--- config.mk ---
export PLATFORM = sky130hd
export DESIGN_NAME = kairo_wb
export DESIGN_NICKNAME = d
export VERILOG_FILES = /design/src/rtl/kairo_wb.sv
export SDC_FILE = /design/constraint.sdc
export NUM_CORES = 1
export LEC_CHECK = 0
export ABC_AREA = 1
export CORE_UTILIZATION = 41
export DETAILED_ROUTE_END_ITERATION = 12
export PLACE_DENSITY = 0.77
export SETUP_SLACK_MARGIN = 0.05
export SLEW_MARGIN = 20
export SYNTH_ARGS = -nofsm -noshare
export SYNTH_HDL_FRONTEND = slang
export SYNTH_SLANG_ARGS = --single-unit
--- constraint.sdc ---
create_clock -name CLK -period 1.9 [get_ports CLK]
set_input_delay 0.285 -clock CLK [delete_from_list [all_inputs] [get_ports CLK]]
set_output_delay 0.285 -clock CLK [all_outputs]
set_load 0.1 [all_outputs]
--- src/rtl/kairo_wb.sv ---
// kairo write-back stage: merges ALU results with asynchronous load returns,
// tracks one outstanding load per task and drives the register-file write port.
module kairo_wb #(
    parameter int XLEN  = 32,
    parameter int NTASK = 2
) (
    input  logic             CLK,
    input  logic             RST,
    input  logic             EX_VALID,
    output logic             EX_READY,
    input  logic             EX_TASK,
    input  logic [4:0]       EX_RD,
    input  logic [XLEN-1:0]  EX_RESULT,
    input  logic             EX_IS_LOAD,
    input  logic [2:0]       EX_FUNCT3,
    input  logic [1:0]       EX_ADDR_LO,
    input  logic             DM_RVALID,
    input  logic             DM_RTASK,
    input  logic [XLEN-1:0]  DM_RDATA,
    output logic             WE,
    output logic             WTASKNUM,
    output logic [4:0]       WADDR,
    output logic [XLEN-1:0]  WDATA,
    output logic [NTASK-1:0] LD_PEND,
    output logic [4:0]       PEND_RD0,
    output logic [4:0]       PEND_RD1,
    output logic             ERR
);

    logic [NTASK-1:0] pv;
    logic [4:0]       prd  [NTASK];
    logic [2:0]       pf3  [NTASK];
    logic [1:0]       palo [NTASK];

    logic ret_ok;
    logic ret_wr;
    logic ex_fire;
    logic ld_fire;
    logic alu_wr;

    function automatic logic [XLEN-1:0] load_ext(input logic [2:0] f3,
                                                 input logic [1:0] alo,
                                                 input logic [XLEN-1:0] w);
        logic [7:0]  b;
        logic [15:0] h;
        b = w[{alo, 3'b000} +: 8];
        h = w[{alo[1], 4'b0000} +: 16];
        case (f3)
            3'b000:  return {{(XLEN-8){b[7]}}, b};
            3'b100:  return {{(XLEN-8){1'b0}}, b};
            3'b001:  return {{(XLEN-16){h[15]}}, h};
            3'b101:  return {{(XLEN-16){1'b0}}, h};
            default: return w;
        endcase
    endfunction

    // Any valid return claims the write port, even one whose rd is zero.
    assign ret_ok = DM_RVALID && pv[DM_RTASK];
    assign ret_wr = ret_ok && (prd[DM_RTASK] != 5'd0);

    always_comb begin
        EX_READY = 1'b1;
        if (EX_IS_LOAD)
            EX_READY = !pv[EX_TASK] || (ret_ok && (DM_RTASK == EX_TASK));
        else if (EX_RD != 5'd0)
            EX_READY = !ret_ok;
    end

    assign ex_fire = EX_VALID && EX_READY;
    assign ld_fire = ex_fire && EX_IS_LOAD;
    assign alu_wr  = ex_fire && !EX_IS_LOAD && (EX_RD != 5'd0);

    always_ff @(posedge CLK) begin
        if (RST) begin
            WE       <= 1'b0;
            WTASKNUM <= 1'b0;
            WADDR    <= 5'd0;
            WDATA    <= '0;
            ERR      <= 1'b0;
            pv       <= '0;
            for (int i = 0; i < NTASK; i++) begin
                prd[i]  <= 5'd0;
                pf3[i]  <= 3'd0;
                palo[i] <= 2'd0;
            end
        end else begin
            ERR <= DM_RVALID && !pv[DM_RTASK];
            WE  <= ret_wr || alu_wr;
            if (ret_wr) begin
                WTASKNUM <= DM_RTASK;
                WADDR    <= prd[DM_RTASK];
                WDATA    <= load_ext(pf3[DM_RTASK], palo[DM_RTASK], DM_RDATA);
            end else if (alu_wr) begin
                WTASKNUM <= EX_TASK;
                WADDR    <= EX_RD;
                WDATA    <= EX_RESULT;
            end
            if (ret_ok)
                pv[DM_RTASK] <= 1'b0;
            // Allocation after free so a same-task free/reallocate keeps the entry.
            if (ld_fire) begin
                pv[EX_TASK]   <= 1'b1;
                prd[EX_TASK]  <= EX_RD;
                pf3[EX_TASK]  <= EX_FUNCT3;
                palo[EX_TASK] <= EX_ADDR_LO;
            end
        end
    end

    assign LD_PEND  = pv;
    assign PEND_RD0 = pv[0] ? prd[0] : 5'd0;
    assign PEND_RD1 = pv[1] ? prd[1] : 5'd0;

endmodule

==> impl_metrics.json, run 1 <==
{
  "regArea_sq_mm": 0.00145,
  "clock-skew-final_ns": 0.0139,
  "clock_path_buffers": 2,
  "path_cells": "nand2_2, nand2_2, nand2_2, inv_2, nand2_1, nand2_1, nand2_2, buf_6, clkinvlp_4, buf_12",
  "coreArea_sq_mm": 0.00876,
  "numCtsBuffers": 9,
  "combinationalPowerShare": 0.338,
  "ioPinCount": 134,
  "slowest_stage": "dfxtp_4",
  "grt.total_usage": 0.255,
  "cp-endpoint": "EX_READY",
  "syn_avg_cell_area_sq_um": 6.21,
  "yosys_warnings": 0,
  "setup_violations": 0,
  "worst-r2r-setup-slack_ns": 0.12,
  "cpMostUsedCell": "nand2_2",
  "die_h_um": 97.4,
  "rows": 34,
  "outcome": "completed",
  "worst_pin_slew_ns": 0.420,
  "power_frac_clock": 0.280,
  "finalWirelength_um": 12000,
  "end_kind": "primary output",
  "fin_nets": 847,
  "seq_area_frac_synth": 0.386,
  "fin_crit_sh": 0.962,
  "numPortBuffers": 133,
  "syn-num-nets": 682,
  "area_growth_pct": 56.1,
  "syn_area_sq_mm": 0.00373,
  "num_vias": 4326,
  "route.met3.wl_um": 911,
  "setup-tns-final_ns": 0,
  "path_buf_inv": 4,
  "multi_input_area_sq_mm": 0.00190,
  "fp.dieW_um": 97.4,
  "dieArea_sq_mm": 0.00949,
  "start_util": 0.426,
  "cp-start-kind": "register",
  "internal_power_mw": 2.44,
  "routabilityCongestion": 0.882,
  "grt_max_degree": 28,
  "clkLatencyLatePin_ns": 0.36,
  "dp.cells": 857,
  "p_sw_frac": 0.372,
  "crit_fanout": 3,
  "min_period_ns": 1.83,
  "max_slew_margin": 0.719,
  "cts.clk_slew.worst_paths_ns": 0.07,
  "met2_length_um": 5910,
  "rr_endpoint": "prd[0][4]",
  "dr.pass1.iters": 5,
  "power_density_mw_per_mm2": 669,
  "synthCells": 601,
  "hold_class": "register to register",
  "grt_antenna_before_repair": 0,
  "drive_gt1_frac": 0.189,
  "num_antenna_cells": 0,
  "layout.cells.non_filler": 879,
  "grt_pass1_vias": 4210,
  "hold_viol_final": 0,
  "fmax_mhz": 547,
  "drt.antenna.violating_nets": 0,
  "leakage_nw": 3.09,
  "power_switching_mw": 1.45,
  "worstSetupPathType": "register to primary output",
  "cts.sinks": 62,
  "hpwl_um": 9190,
  "cts_max_level": 3,
  "arrival_ns": 1.54,
  "viasPerCell": 4.92,
  "cts_tree": "built",
  "drc": 0,
  "cts-root-buf": "clkbuf_8",
  "irDropWorstVdd_mv": 0.378,
  "top_layer": "met4",
  "wl_met1_um": 4850,
  "drt_iter0_drc": 216,
  "rsz0062_at_grt": "true",
  "post_drt_wl_per_cell_um": 13.7,
  "cp_top_family": "buffers and inverters",
  "critical_path_required_ns": 1.62,
  "grt-ovfl-total": 0,
  "seqPwrFrac": 0.382,
  "ff2ff_path_depth": 12,
  "final_cell_mix": "nand2_1, clkdlybuf4s50_1, inv_1",
  "cpPeakStageDelay_ns": 0.37,
  "fillers": 757,
  "maxSlewViolCount": 0,
  "crit_cells": 10,
  "startpoint": "LD_PEND[0]",
  "r2r-start": "LD_PEND[0]",
  "synth_seq_cells": 62,
  "grt_pass1_wl_um": 19500,
  "drv_cap": 0,
  "synth_cell_types": 25,
  "final_common_cell": "nand2_1"
}
## layout make-up
| cell class | instances | area share |
|---|---|---|
| Sequential cell | 62 | 0.249 |
| Tap cell | 108 | 0.0232 |
| Multi-Input combinational cell | 430 | 0.327 |
| Inverter | 81 | 0.0528 |
| Clock buffer | 12 | 0.0266 |
| Timing Repair Buffer | 182 | 0.318 |
| Clock inverter | 4 | 0.00387 |
## power groups by stage
stage | combinational [mW] | sequential (mW) | clock, mW
floorplan | 0.409 | 1.91 | 0
global placement | 1.27 | 1.51 | 0
detailed placement | 1.29 | 1.52 | 0
CTS | 1.30 | 1.48 | 1.11
global route | 1.40 | 1.49 | 1.17
finish | 1.32 | 1.49 | 1.09
## registers in the layout (all words and copies together), names as in the netlist, 2 cells and up
register / cells
pf3: 6
WDATA: 32
LD_PEND: 2
palo: 4
prd: 10
WADDR: 5
## Yosys cell counts (all sizes together)
cell / n / area (sq um)
a21oi: 3 / 26.3
o21ai: 17 / 85.1
clkbuf: 5 / 18.8
inv: 81 / 304
nor3: 1 / 5.00
nor2: 70 / 279
xnor2: 1 / 8.76
nand4: 1 / 12.5
nand3: 52 / 260
buf: 23 / 166
and2: 1 / 6.26
nand2: 274 / 1040
o211ai: 2 / 15.0
dfxtp: 42 / 841
a21boi: 7 / 52.6
edfxtp: 20 / 601
or2: 1 / 6.26
## stage by stage
stage / utilization / hold slack, ns / power, mW / setup WS, ns / instance area (sq um)
6_report: 0.665 / 0.454 / 3.89 / 0.0722 / 5820
3_5_place_dp: 0.634 / 0.443 / 2.80 / -0.316 / 5560
3_3_place_gp: 0.634 / 0.440 / 2.78 / -0.318 / 5560
4_1_cts: 0.659 / 0.456 / 3.89 / 0.0530 / 5780
2_1_floorplan: - / 0.362 / 2.32 / -0.0187 / 3830
5_1_grt: 0.665 / 0.471 / 4.06 / 0.00498 / 5820
## how the worst min path moves through the flow
stage               startpoint        end  depth (start not counted)
global placement     WDATA[10]  WDATA[10]                          2
CTS                  WDATA[12]  WDATA[12]                          2
finish                WADDR[3]   WADDR[3]                          2
detailed placement   WDATA[12]  WDATA[12]                          2
global route          WDATA[2]   WDATA[2]                          2
floorplan                  RST        ERR                          1
## tightest hold or removal path: stages, from the launching register on
cell,delay (ns)
dfxtp_1,0.31
nand2_1,0.06
nand2_1,0.04
## logic make-up after synthesis
group	share of synthesized area
AOI/OAI and AO/OA	0.0480
buffers and inverters	0.131
and+or+nand+nor	0.432
DFF	0.386
xor gates and xnor gates	0.00235
## metal layers
metal  vias up  track usage
met5         -            0
met4         0        0.113
met3        35       0.0554
met2       211        0.442
met1      1930        0.303
li1       2150            -
## timing repair
| action | 4_1_cts | 5_1_grt |
|---|---|---|
| hold endpoints to repair | 0 | 0 |
| resized for setup | 6 | 12 |
| gates cloned | 0 | 1 |
| hold buffers | 0 | 0 |
| setup buffers | 4 | 1 |
| pin swaps | 3 | 4 |
| endpoints found under the setup margin | 7 | 45 |
Note: power is estimated with default switching activity, not from simulation.
==> run 2: changes to the inputs <==
CTS_CLUSTER_DIAMETER = 200   (was not set)
==> results of run 2 <==
The final DEF is identical to that of run 1; final timing and power are the same.
==> run 3: changes to the inputs <==
--- a/config.mk
+++ b/config.mk
@@ -11,2 +11,3 @@
 export DETAILED_ROUTE_END_ITERATION = 12
+export GPL_TIMING_DRIVEN = 0
 export PLACE_DENSITY = 0.77
==> constraint.sdc (replaced) <==
create_clock -name CLK -period 1.9 [get_ports CLK]
set_input_delay 0.57 -clock CLK [delete_from_list [all_inputs] [get_ports CLK]]
set_output_delay 0.57 -clock CLK [all_outputs]
set_load 0.1 [all_outputs]
==> run 3 against run 2 <==
  * The run now ends with negative setup slack left
  * Cell area increased by 7.5%
  * Count of clock-buffer cells in the layout decreased by 3
  * Largest cell class unchanged
  * Cell count increased by 2.2%
  * Flip-flop and latch count unchanged
  * First-iteration DRC count increased by 72%
  * Combinational power increased by 6%
==> impl_metrics.json, run 3 (synthesis gave the netlist of run 1 again) <==
{
  "maxSlewViolCount": 0,
  "start_util": 0.426,
  "grt-ovfl-total": 0,
  "clock-skew-final_ns": 0.0100,
  "drv_cap": 0,
  "num_antenna_cells": 0,
  "setup_ws_ns": -0.267,
  "violations": "negative setup slack",
  "cts_max_level": 3,
  "irDropWorstVdd_mv": 0.527,
  "dr.pass1.iters": 5,
  "hold_viol_final": 0,
  "worstHoldPathCells": 2,
  "worst-r2r-setup-slack_ns": -0.05,
  "fin_nets": 866,
  "internal_power_mw": 2.66,
  "power_density_mw_per_mm2": 668,
  "cts.clk_slew.worst_paths_ns": 0.07,
  "cpPeakStageDelay_ns": 0.28,
  "cp_top_family": "buffers and inverters",
  "min_to": "WDATA[3]",
  "coreArea_sq_mm": 0.00876,
  "hold_class": "register to register",
  "grt_pass1_vias": 4326,
  "top_regs": "WDATA: 32 flops, prd: 10 flops, pf3: 6 flops",
  "grt_antenna_before_repair": 0,
  "path_cells": "dlygate4sd2_1, nor2_1, nand3_2, nand3_2, nand2_2, clkinvlp_4, buf_12",
  "num_vias": 4593,
  "final_common_cell": "nand2_1",
  "cpMostUsedCell": "nand3_2",
  "drive_gt1_frac": 0.259,
  "combinationalPowerShare": 0.334,
  "cts.sinks": 62,
  "cts-root-buf": "clkbuf_8",
  "rsz0062_at_grt": "true",
  "end_kind": "primary output",
  "numPortBuffers": 132,
  "dp.cells": 841,
  "drt.antenna.violating_nets": 0,
  "hold_start": "WDATA[3]",
  "r2r-start": "LD_PEND[0]",
  "grt_pass1_wl_um": 20300,
  "fillers": 667,
  "crit_fanout": 3,
  "numCtsBuffers": 9,
  "dieArea_sq_mm": 0.00949,
  "routabilityCongestion": 0.892,
  "clkLatencyLatePin_ns": 0.36,
  "max_slew_margin": 0.630,
  "fmax_mhz": 461,
  "path_buf_inv": 3,
  "ioPinCount": 134,
  "rows": 34,
  "post_drt_wl_per_cell_um": 15.7,
  "cp-start-kind": "input pin",
  "utilization": 0.715,
  "clock_path_buffers": 2,
  "p_sw_frac": 0.365,
  "power_frac_clock": 0.310,
  "fp.dieW_um": 97.4,
  "setup_violations": 27,
  "drt_iter0_drc": 371,
  "fin_crit_sh": 1.14,
  "viasPerCell": 5.11,
  "largest_reg_flops": 32,
  "worst_pin_slew_ns": 0.558,
  "outcome": "finished, violations left",
  "cts_tree": "built",
  "arrival_ns": 1.60,
  "final_cell_mix": "nand2_1, clkdlybuf4s50_1, nor2_1",
  "leakage_nw": 3.19,
  "worstSetupPathType": "input pin to primary output",
  "fin_hold_ws_ns": 0.452,
  "die_h_um": 97.4,
  "power_switching_mw": 1.53,
  "regMostFlops": "WDATA",
  "pre_cts_ws_ns": -1.51,
  "slowest_stage": "dlygate4sd2_1",
  "grt_max_degree": 12,
  "ff2ff_path_depth": 11,
  "layout.cells.non_filler": 898,
  "critical_path_required_ns": 1.33,
  "grt.total_usage": 0.270,
  "area_growth_pct": 67.8,
  "rr_endpoint": "palo[0][0]",
  "drc": 0,
  "seqPwrFrac": 0.355,
  "hpwl_um": 9210,
  "finalWirelength_um": 14100,
  "min_period_ns": 2.17
}
## run 3: cell count changes in the layout (fill, tap and decap cells not counted), moves of 8 or more
cell / delta
inv_1: -14
buf_4: -37
buf_2: +12
nand2_4: +16
buf_6: +12
clkdlybuf4s18_2: +14
clkdlybuf4s50_1: -8
nand2_1: -18
clkinvlp_4: +10
nand3_2: +8
clkdlybuf4s15_2: +18
buf_12: -11
## run 3: power by group through the flow
stage	combinational, mW	clock, mW	sequential (mW)
6_report	1.40	1.30	1.49
5_1_grt	1.47	1.36	1.49
4_1_cts	1.26	1.30	1.48
3_5_place_dp	1.22	0	1.51
3_3_place_gp	1.21	0	1.51
2_1_floorplan	0.409	0	1.91
## run 3: layout make-up
type / instances / area, sq um / area share
plain buffers: 28 / 278 / 0.0444
clock buffers: 9 / 124 / 0.0198
clock inverters: 7 / 88.8 / 0.0142
inverters: 81 / 348 / 0.0555
multi-input cells: 431 / 2090 / 0.334
flip-flops and latches: 62 / 1450 / 0.231
well taps: 108 / 135 / 0.0216
repair buffers: 172 / 1750 / 0.280
## run 3: worst register-to-register path: stages, from the launching register on
cell,delay [ns]
dfxtp_4,0.35
buf_8,0.12
or2_4,0.22
o21ai_2,0.06
nor2_1,0.05
nand2_1,0.08
nand2_2,0.09
buf_4,0.15
nor2_4,0.10
nand3_2,0.13
buf_6,0.18
nand2_8,0.12
## run 3: repair_timing
action	in CTS	in global routing
resized for setup	266	103
cloned	1	6
setup buffers	16	19
pin swaps	12	17
setup endpoints to repair	125	99
hold buffers	0	0
## run 3: routing by layer
metal | track usage | wire [um]
met5 | 0 | 0
met4 | 0.129 | 583
met3 | 0.0540 | 1180
met2 | 0.461 | 6760
met1 | 0.324 | 5530
## run 3: metrics by stage
stage          power [mW]  setup TNS (ns)  area, sq um
6_report             4.18           -1.82         6260
5_1_grt              4.32           -3.62         6260
4_1_cts              4.04          -0.798         5870
3_5_place_dp         2.73          -49.76         5310
3_3_place_gp         2.71          -48.52         5310
2_1_floorplan        2.32           -3.21         3850
## run 3: how the worst max path moves through the flow
stage,startpoint,end,slack [ns],depth (start not counted)
6_report,EX_RD[3],EX_READY,-0.27,7
5_1_grt,EX_RD[3],EX_READY,-0.34,7
4_1_cts,LD_PEND[1],EX_READY,-0.24,10
3_5_place_dp,EX_TASK,EX_READY,-1.51,8
3_3_place_gp,EX_TASK,EX_READY,-1.50,8
2_1_floorplan,DM_RTASK,EX_READY,-0.31,11
